`src/rtl/tpu_acc_pkg.sv`:
```
// rtl/tpu_acc_pkg.sv - shared types and sizes for the TPU accumulator bank
package tpu_acc_pkg;

    localparam int ACC_DW    = 32;
    localparam int ACC_DEPTH = 4;

    typedef enum logic [1:0] {
        IDLE  = 2'd0,
        FILL  = 2'd1,
        DRAIN = 2'd2
    } acc_state_t;

endpackage

```
`src/rtl/acc_bank.sv`:
```
// rtl/acc_bank.sv - DEPTH x DW accumulator storage, one write and one async read port
module acc_bank #(
    parameter int DW    = 32,
    parameter int DEPTH = 4,
    localparam int AW   = $clog2(DEPTH)
) (
    input  logic          clk,
    input  logic          reset_n,
    input  logic          we,
    input  logic [AW-1:0] wr_addr,
    input  logic [DW-1:0] wr_data,
    input  logic [AW-1:0] rd_addr,
    output logic [DW-1:0] rd_data
);

    logic [DW-1:0] mem [DEPTH];

    always_ff @(posedge clk or negedge reset_n) begin
        if (!reset_n) begin
            for (int i = 0; i < DEPTH; i++) mem[i] <= '0;
        end else if (we) begin
            mem[wr_addr] <= wr_data;
        end
    end

    assign rd_data = mem[rd_addr];

endmodule

```
`src/rtl/acc_bank_ctrl.sv`:
```
// rtl/acc_bank_ctrl.sv - FILL/DRAIN sequencer for the accumulator bank
// Optional ACC_BANK_CTRL_SUM_EN adds acc_clear and read-modify-write accumulation.
module acc_bank_ctrl
    import tpu_acc_pkg::*;
#(
    parameter int DW    = ACC_DW,
    parameter int DEPTH = ACC_DEPTH,
    localparam int AW   = $clog2(DEPTH)
) (
    input  logic          clk,
    input  logic          reset_n,
    input  logic          start,
    input  logic [AW:0]   num_rows,
`ifdef ACC_BANK_CTRL_SUM_EN
    input  logic          acc_clear,
`endif
    input  logic          in_valid,
    input  logic [DW-1:0] in_data,
    output logic          in_ready,
    output logic          out_valid,
    output logic [DW-1:0] out_data,
    input  logic          out_ready,
    output logic          busy,
    output logic          done
);

    acc_state_t    state;
    logic [AW-1:0] wr_ptr;
    logic [AW-1:0] rd_ptr;
    logic [AW:0]   rows;
    logic [AW:0]   rows_clamped;
    logic          beat;
    logic          xfer;
    logic          last_beat;
    logic          last_xfer;
    logic [AW-1:0] rd_addr;
    logic [DW-1:0] rd_data;
    logic [DW-1:0] wr_data;

    assign beat         = in_valid && in_ready;
    assign xfer         = out_valid && out_ready;
    assign last_beat    = ({1'b0, wr_ptr} + (AW+1)'(1)) == rows;
    assign last_xfer    = ({1'b0, rd_ptr} + (AW+1)'(1)) == rows;
    assign rows_clamped = (num_rows > (AW+1)'(DEPTH)) ? (AW+1)'(DEPTH) : num_rows;
    // FILL reads the entry being written; DRAIN prefetches the entry after the one on out_data.
    assign rd_addr      = (state == DRAIN) ? rd_ptr + AW'(1) : wr_ptr;

`ifdef ACC_BANK_CTRL_SUM_EN
    logic clear_q;
    assign wr_data = clear_q ? in_data : rd_data + in_data;
`else
    assign wr_data = in_data;
`endif

    acc_bank #(.DW(DW), .DEPTH(DEPTH)) u_bank (
        .clk     (clk),
        .reset_n (reset_n),
        .we      (beat),
        .wr_addr (wr_ptr),
        .wr_data (wr_data),
        .rd_addr (rd_addr),
        .rd_data (rd_data)
    );

    always_ff @(posedge clk or negedge reset_n) begin
        if (!reset_n) begin
            state     <= IDLE;
            wr_ptr    <= '0;
            rd_ptr    <= '0;
            rows      <= '0;
            in_ready  <= 1'b0;
            out_valid <= 1'b0;
            out_data  <= '0;
            busy      <= 1'b0;
            done      <= 1'b0;
`ifdef ACC_BANK_CTRL_SUM_EN
            clear_q   <= 1'b1;
`endif
        end else begin
            done <= 1'b0;
            case (state)
                IDLE: begin
                    if (start) begin
                        rows <= rows_clamped;
`ifdef ACC_BANK_CTRL_SUM_EN
                        clear_q <= acc_clear;
`endif
                        if (num_rows == '0) begin
                            done <= 1'b1;
                        end else begin
                            state    <= FILL;
                            in_ready <= 1'b1;
                            busy     <= 1'b1;
                        end
                    end
                end
                FILL: begin
                    if (beat) begin
                        wr_ptr <= wr_ptr + AW'(1);
                        // Entry 0 is captured on the way in so DRAIN can present it on entry.
                        if (wr_ptr == '0) out_data <= wr_data;
                        if (last_beat) begin
                            state     <= DRAIN;
                            in_ready  <= 1'b0;
                            out_valid <= 1'b1;
                            wr_ptr    <= '0;
                        end
                    end
                end
                DRAIN: begin
                    if (xfer) begin
                        if (last_xfer) begin
                            state     <= IDLE;
                            out_valid <= 1'b0;
                            done      <= 1'b1;
                            busy      <= 1'b0;
                            rd_ptr    <= '0;
                        end else begin
                            rd_ptr   <= rd_ptr + AW'(1);
                            out_data <= rd_data;
                        end
                    end
                end
                default: state <= IDLE;
            endcase
        end
    end

endmodule

```
`config.mk`:
```
export PLATFORM = sky130hd
export DESIGN_NAME = acc_bank_ctrl
export DESIGN_NICKNAME = d
export VERILOG_FILES = /design/src/rtl/tpu_acc_pkg.sv /design/src/rtl/acc_bank.sv /design/src/rtl/acc_bank_ctrl.sv
export SDC_FILE = /design/constraint.sdc
export NUM_CORES = 1
export LEC_CHECK = 0
export BUFFER_PORTS_ARGS = -buffer_cell sky130_fd_sc_hd__buf_2
export CELL_PAD_IN_SITES_DETAIL_PLACEMENT = 0
export CELL_PAD_IN_SITES_GLOBAL_PLACEMENT = 2
export CORE_ASPECT_RATIO = 1.75
export CORE_MARGIN = 4
export CORE_UTILIZATION = 38
export CTS_CLUSTER_DIAMETER = 80
export CTS_CLUSTER_SIZE = 16
export DETAILED_ROUTE_END_ITERATION = 10
export GPL_TIMING_DRIVEN = 0
export PLACE_DENSITY_LB_ADDON = 0.2
export SETUP_SLACK_MARGIN = 0.15
export SLEW_MARGIN = 25
export SYNTH_ARGS = -nofsm -noshare
export SYNTH_HDL_FRONTEND = slang
export SYNTH_SLANG_ARGS = --single-unit
```
`constraint.sdc`:
```
create_clock -name clk -period 1.94 [get_ports clk]
set_input_delay 0.388 -clock clk [delete_from_list [all_inputs] [get_ports clk]]
set_output_delay 0.388 -clock clk [all_outputs]
set_load 0.02 [all_outputs]
```
Word level (Yosys, flattened, before mapping)
Cells that the tools add are included.
{"block": "op_classes", "add_sub_neg": 4, "order_cmp": 4, "eq_ne": 12, "mux": 38, "n_bitwise": 2, "n_reduce_logical": 17}
{"operator": "$mux 32", "n": 7}
{"operator": "$bwmux 128", "n": 1}
{"operator": "$bmux 32 s2", "n": 1}
{"operator": "$demux 32 s2", "n": 1}
{"operator": "$pmux 32 s2", "n": 1}
{"operator": "$reduce_and 5->1", "n": 4}
{"operator": "$mux 2", "n": 9}
{"operator": "$ne 2x2->1 const B", "n": 8}
{"operator": "$mux 1", "n": 12}
{"operator": "$pmux 1 s2", "n": 4}
{"operator": "$add 2x1->3 const B", "n": 2}
{"operator": "$eq 3x3->1", "n": 2}
{"operator": "$ge 3x3->1 const B", "n": 2}
{"operator": "$not 2->3", "n": 2}
{"operator": "$pmux 2 s3", "n": 1}
{"operator": "$reduce_and 2->1", "n": 3}
{"operator": "$reduce_and 6->1", "n": 1}
{"operator": "$reduce_bool 2->1", "n": 3}
{"operator": "$add 2x1->2 const B", "n": 2}
{"operator": "$logic_not 2->1", "n": 2}
{"operator": "$gt 3x3->1 const B", "n": 1}
{"operator": "$logic_and 1x1->1", "n": 3}
{"operator": "$logic_not 3->1", "n": 1}
{"operator": "$lt 3x1->1 const B", "n": 1}
{"operator": "other kinds (3)", "n": 3}
{"block": "totals", "register_bits": 173, "input_bits": 40, "output_inout_bits": 36, "word_cells": 90}

Depth between registers and ports, before layout
{"block": "depth", "depth_word": 9, "ltp_mapped": 8, "ltp_nobuf": 7}

Modules after synthesis
A second synthesis with hierarchy kept.
{"block": "unflattened", "cells_unflattened": 555, "hier_area_um2": 7928.9}
{"mod": "acc_bank", "instances": 1, "cells_each": 311, "area_per_inst_um2": 5504.0, "seq_area_each_um2": 3203.1}
{"mod": "acc_bank_ctrl", "instances": 1, "cells_each": 244, "area_per_inst_um2": 2424.8, "seq_area_each_um2": 1126.1}

Worst setup path before layout
No wires, ideal clock.
{"block": "synth_timing", "path_type": "register -> register", "start": "register rd_ptr[0]", "end": "register out_data[10]", "setup_ns": 0.143, "arrival_time_ns": 1.862, "required_ns": 1.797, "path_slack_ns": -0.064, "path_stages_with_launch": 8, "n_path_buf": 1, "period_less_slack_ns": 2.004, "cell_sequence": "dfrtp_1 > ha_1 > xor2_1 > o31ai_4 > o21ai_1 > clkbuf_1 > nand3_1 > o211ai_2"}
{"block": "synth_via", "elab_chain_cells": 9, "elab_cells_between_ends": 13, "cone_classes": "add/sub (2); eq/ne (2); mux (7); bitwise (1); reduce/logical (1)"}
{"element": "from (decl)", "line": "acc_bank_ctrl.sv:29", "text": "logic [AW-1:0] rd_ptr;"}
{"element": "from (signal assigned)", "line": "acc_bank_ctrl.sv:119", "text": "rd_ptr <= rd_ptr + AW'(1);"}
{"element": "$add 2x1->2", "line": "acc_bank_ctrl.sv:46", "text": "assign rd_addr = (state == DRAIN) ? rd_ptr + AW'(1) : wr_ptr;"}
{"element": "$mux 2", "line": "acc_bank_ctrl.sv:46"}
{"element": "$not 2->3 (implied by the code)", "line": "acc_bank.sv:26", "text": "assign rd_data = mem[rd_addr];"}
{"element": "$bmux 32 s2", "line": "acc_bank.sv:26"}
{"element": "$mux 32 (implied by the code) (2 in series)", "line": "acc_bank.sv:26"}
{"element": "$mux 32", "line": "acc_bank_ctrl.sv:112", "text": "if (last_xfer) begin"}
{"element": "$mux 32", "line": "acc_bank_ctrl.sv:111", "text": "if (xfer) begin"}
{"element": "$pmux 32 s2", "line": "acc_bank_ctrl.sv:81", "text": "case (state)"}
{"element": "to (signal assigned)", "line": "acc_bank_ctrl.sv:101", "text": "if (wr_ptr == '0) out_data <= wr_data;"}
{"element": "to (signal assigned)", "line": "acc_bank_ctrl.sv:120", "text": "out_data <= rd_data;"}
{"element": "to (decl)", "line": "acc_bank_ctrl.sv:21", "text": "output logic [DW-1:0] out_data,"}
Parallel ways exist; a longest one is shown, timed or not. The select of a mux whose other input is x is not followed.
A chain may end at the register's enable or synchronous reset.

Worst setup path in the final report
{"block": "layout_timing", "start": "register rd_ptr[1]", "end": "register out_data[7]"}
Same word-level chain as after synthesis.

==> metrics.cfg <==
[routing]
vias=5131
wl_mm=19.5
dr.pass1.iters=4
drt_iter0_markers=188
via_per_inst=5.26
drcViolationCount=0
route.antenna.remaining_nets=0
wl_per_cell_um=20.0

[logic_synthesis]
synth-seq-cells=173
yosys.area_share.simple_pct=5.49
synth_compound_area_share_pct=6.35
synth_top_family_by_area=multiplexers
synth_edf_count=0
syn-cell-area_sq_um=8150
synth_xor_area_share_pct=0.644
yosys_warnings=0
synth.distinct_cells=31
synth_nets=642
ys_async_sr_fraction_pct=100
synth_most_common_cell=dfrtp_1
synth_top_area_share_pct=53.1
synthAdderAreaFrac_pct=0.767
ys.flop_type=dfrtp_1
synth_top_cell_by_area=dfrtp_1
synth_area_leaders=dfrtp_1, mux2_2, mux2i_1
synthMuxAreaShare_pct=30.5
syn_inst=597
yosysSeqAreaShare_pct=53.1
syn_avg_cell_area_sq_um=13.7
netlist_top_cells_count=dfrtp_1, mux2_2, mux2i_1

[worst_setup_path]
cp_data_arrival_time_ns=2.21
crit_type=flop to flop
timing.rr.start=rd_ptr[1]$_DFFE_PN0P_
r2r_slack_ns=0.04
end_kind=flop
critPathRequiredTime_ns=2.25
crit_fanout=10
cpMaxStageDelayCell=dfrtp_1
critPathMaxStageDelay_ns=0.41
timing.rr.end=out_data[7]$_DFFE_PN0P_
cp-start-kind=flop
crit_path_cell_trace=ha_4 > xor2_2 > o31ai_4 > o21ai_4 > clkbuf_8 > nand3_1 > o211ai_2
ff2ff_path_depth=7

[global_route]
grt.overflow.total=0
grt_max_degree=90
track_usage_pct=17.1
first_global_vias=5757
grt_pass1_wl_mm=31.9
grt_antenna_before_repair=0

[clock_network]
cts_root_buffer=clkbuf_16
clockBufferDepth=2
clk_latency_ns=0.43
clk_pin_slew_ns=0.06
cts.sinks=173
cts_tree=yes
htree_levels=4
cts_buffers=17

[sta]
slew_headroom_pct=51.5
fin_crit_sh_pct=97.8
setup_slack_ns=0.0423
setup_viol=0
skew_ns=0.00662
rsz0062_at_grt=true
max_freq_mhz=527
hold_violations=0
worstMarginPinSlew_ns=0.727
slew_viol_final=0
fin_crit_ns=1.90
tns_ns=0

[min_path]
hold_path.startpoint=num_rows[0]
hold_depth=3
hold_end=rows[0]$_DFFE_PN0P_
worst_hold_path_type=primary input to flop

[cells_and_area]
multi_input_area_sq_um=3790
fill_cells=1890
n_antenna_cell=0
area_growth_pct=22.7
regArea_sq_um=4330
fin_cells=975
drive_above_1_share_pct=52.0
final_nets=755

[place]
dp_slack_ns=-0.369
dp_cells=925
dp_hpwl_mm=12.7
place_congestion=0.726
io_buffers=75

[power_and_ir_drop]
p_int_w=0.0112
p_leak_nw=4.70
peakVddDrop_mv=0.630
p_seq_share_pct=37.2
switching_power_w=0.00575
pwr-share-comb_pct=44.6
cellPowerDensity_nw_per_um2=1690
power_frac_clock_pct=18.2
p_sw_share_pct=33.9

[floorplanning]
die_w_um=119
ios=76
rows=70
fp.dieArea_sq_um=24000
start_util_pct=38.8
die_height_um=202
coreArea_sq_um=21000

[flow_run]
drv_cap=0

[run_status]
status=completed

## metal layers
layer / vias to the layer above / GRT usage (%) / routed length, um
met5: - / 0 / 0
met4: 0 / 5.39 / 303
met3: 21 / 3.22 / 493
met2: 73 / 30.9 / 10600
met1: 2654 / 20.4 / 8110
li1: 2383 / - / -
## logic make-up (layout without fill, tap and decap cells)
logic type	count (synthesis)	count (layout)
adders and majority gates	5	5
muxes	228	228
xor gates and xnor gates	6	6
AOI/OAI and AO/OA	50	50
buffers and inverters	38	164
DFF	173	173
and+or+nand+nor	97	97
## power by group through the flow
| stage | clock network (W) | logic, W | registers (W) |
|---|---|---|---|
| 2_1_floorplan | 0 | 0.00490 | 0.00646 |
| 3_3_place_gp | 0 | 0.00667 | 0.00622 |
| 3_5_place_dp | 0 | 0.00683 | 0.00632 |
| 4_1_cts | 0.00320 | 0.00743 | 0.00627 |
| 5_1_grt | 0.00334 | 0.00819 | 0.00653 |
| 6_report | 0.00308 | 0.00755 | 0.00630 |
## registers in the layout (all words and copies together) (netlist names)
signal      count
in_ready        1
out_data       32
rows            3
busy            1
done            1
wr_ptr          2
u_bank.mem    128
rd_ptr          2
out_valid       1
state           2
## per-stage QoR
| stage | cell area, sq um | hold slack, ns | total power, W | util, % |
|---|---|---|---|---|
| global placement | 8930 | 0.465 | 0.0129 | 42.5 |
| detailed placement | 8960 | 0.448 | 0.0132 | 42.6 |
| floorplan | 8240 | 0.0924 | 0.0114 | - |
| finish | 10000 | 0.221 | 0.0169 | 47.6 |
| global route | 10000 | 0.236 | 0.0180 | 47.6 |
| CTS | 9880 | 0.198 | 0.0169 | 47.0 |
## what timing repair did
action	CTS	global route
cloned	2	1
hold buffers	1	0
setup buffers	12	2
setup endpoints to repair	159	82
pin swaps	3	2
gates resized for setup	72	22
hold endpoints to repair	51	0
## worst max-delay path by stage
stage / to / cells after the start / slack, ns / start
6_report: out_data[7]$_DFFE_PN0P_ / 7 / 0.04 / rd_ptr[1]$_DFFE_PN0P_
5_1_grt: out_data[7]$_DFFE_PN0P_ / 7 / -0.04 / rd_ptr[1]$_DFFE_PN0P_
4_1_cts: out_data[7]$_DFFE_PN0P_ / 7 / 0.04 / rd_ptr[1]$_DFFE_PN0P_
3_5_place_dp: out_data[14]$_DFFE_PN0P_ / 7 / -0.37 / state[0]$_DFFE_PN0P_
3_3_place_gp: out_data[9]$_DFFE_PN0P_ / 1 / -2.22 / reset_n
2_1_floorplan: out_data[10]$_DFFE_PN0P_ / 7 / 0.1 / rd_ptr[0]$_DFFE_PN0P_
## layout make-up
type	instances	area share, %
multi-input cells	386	37.9
flip-flops and latches	173	43.3
inverters	3	0.113
repair buffers	94	5.92
plain buffers	35	4.35
well taps	252	3.15
clock inverters	6	0.363
clock buffers	26	4.89
## critical path, delay by kind of cell, from the launching register on
kind,cells,cell delay (ns)
adders and majority gates,1,0.28
and+or+nand+nor,1,0.11
DFF,1,0.41
buffers and inverters,1,0.21
xor gates and xnor gates,1,0.17
AOI/OAI and AO/OA,3,0.60
## layout by cell type, fill, tap and decap left out, types with 2 or more instances in the layout
cell type	n
clkbuf_16	18
buf_6	5
ha_1	3
dfrtp_2	4
mux2i_2	5
o211ai_2	32
buf_16	2
mux2i_4	2
xnor2_1	2
inv_1	3
xor2_1	3
clkbuf_8	14
nand3_1	27
buf_12	8
mux2_4	11
o21ai_0	9
clkinv_2	4
nand2_1	44
clkbuf_1	6
nand3_2	11
ha_4	2
mux2i_1	60
buf_2	74
buf_4	23
nand2b_1	6
buf_1	3
mux2_2	150
dfrtp_1	169
(Power assumes the default switching activity.)
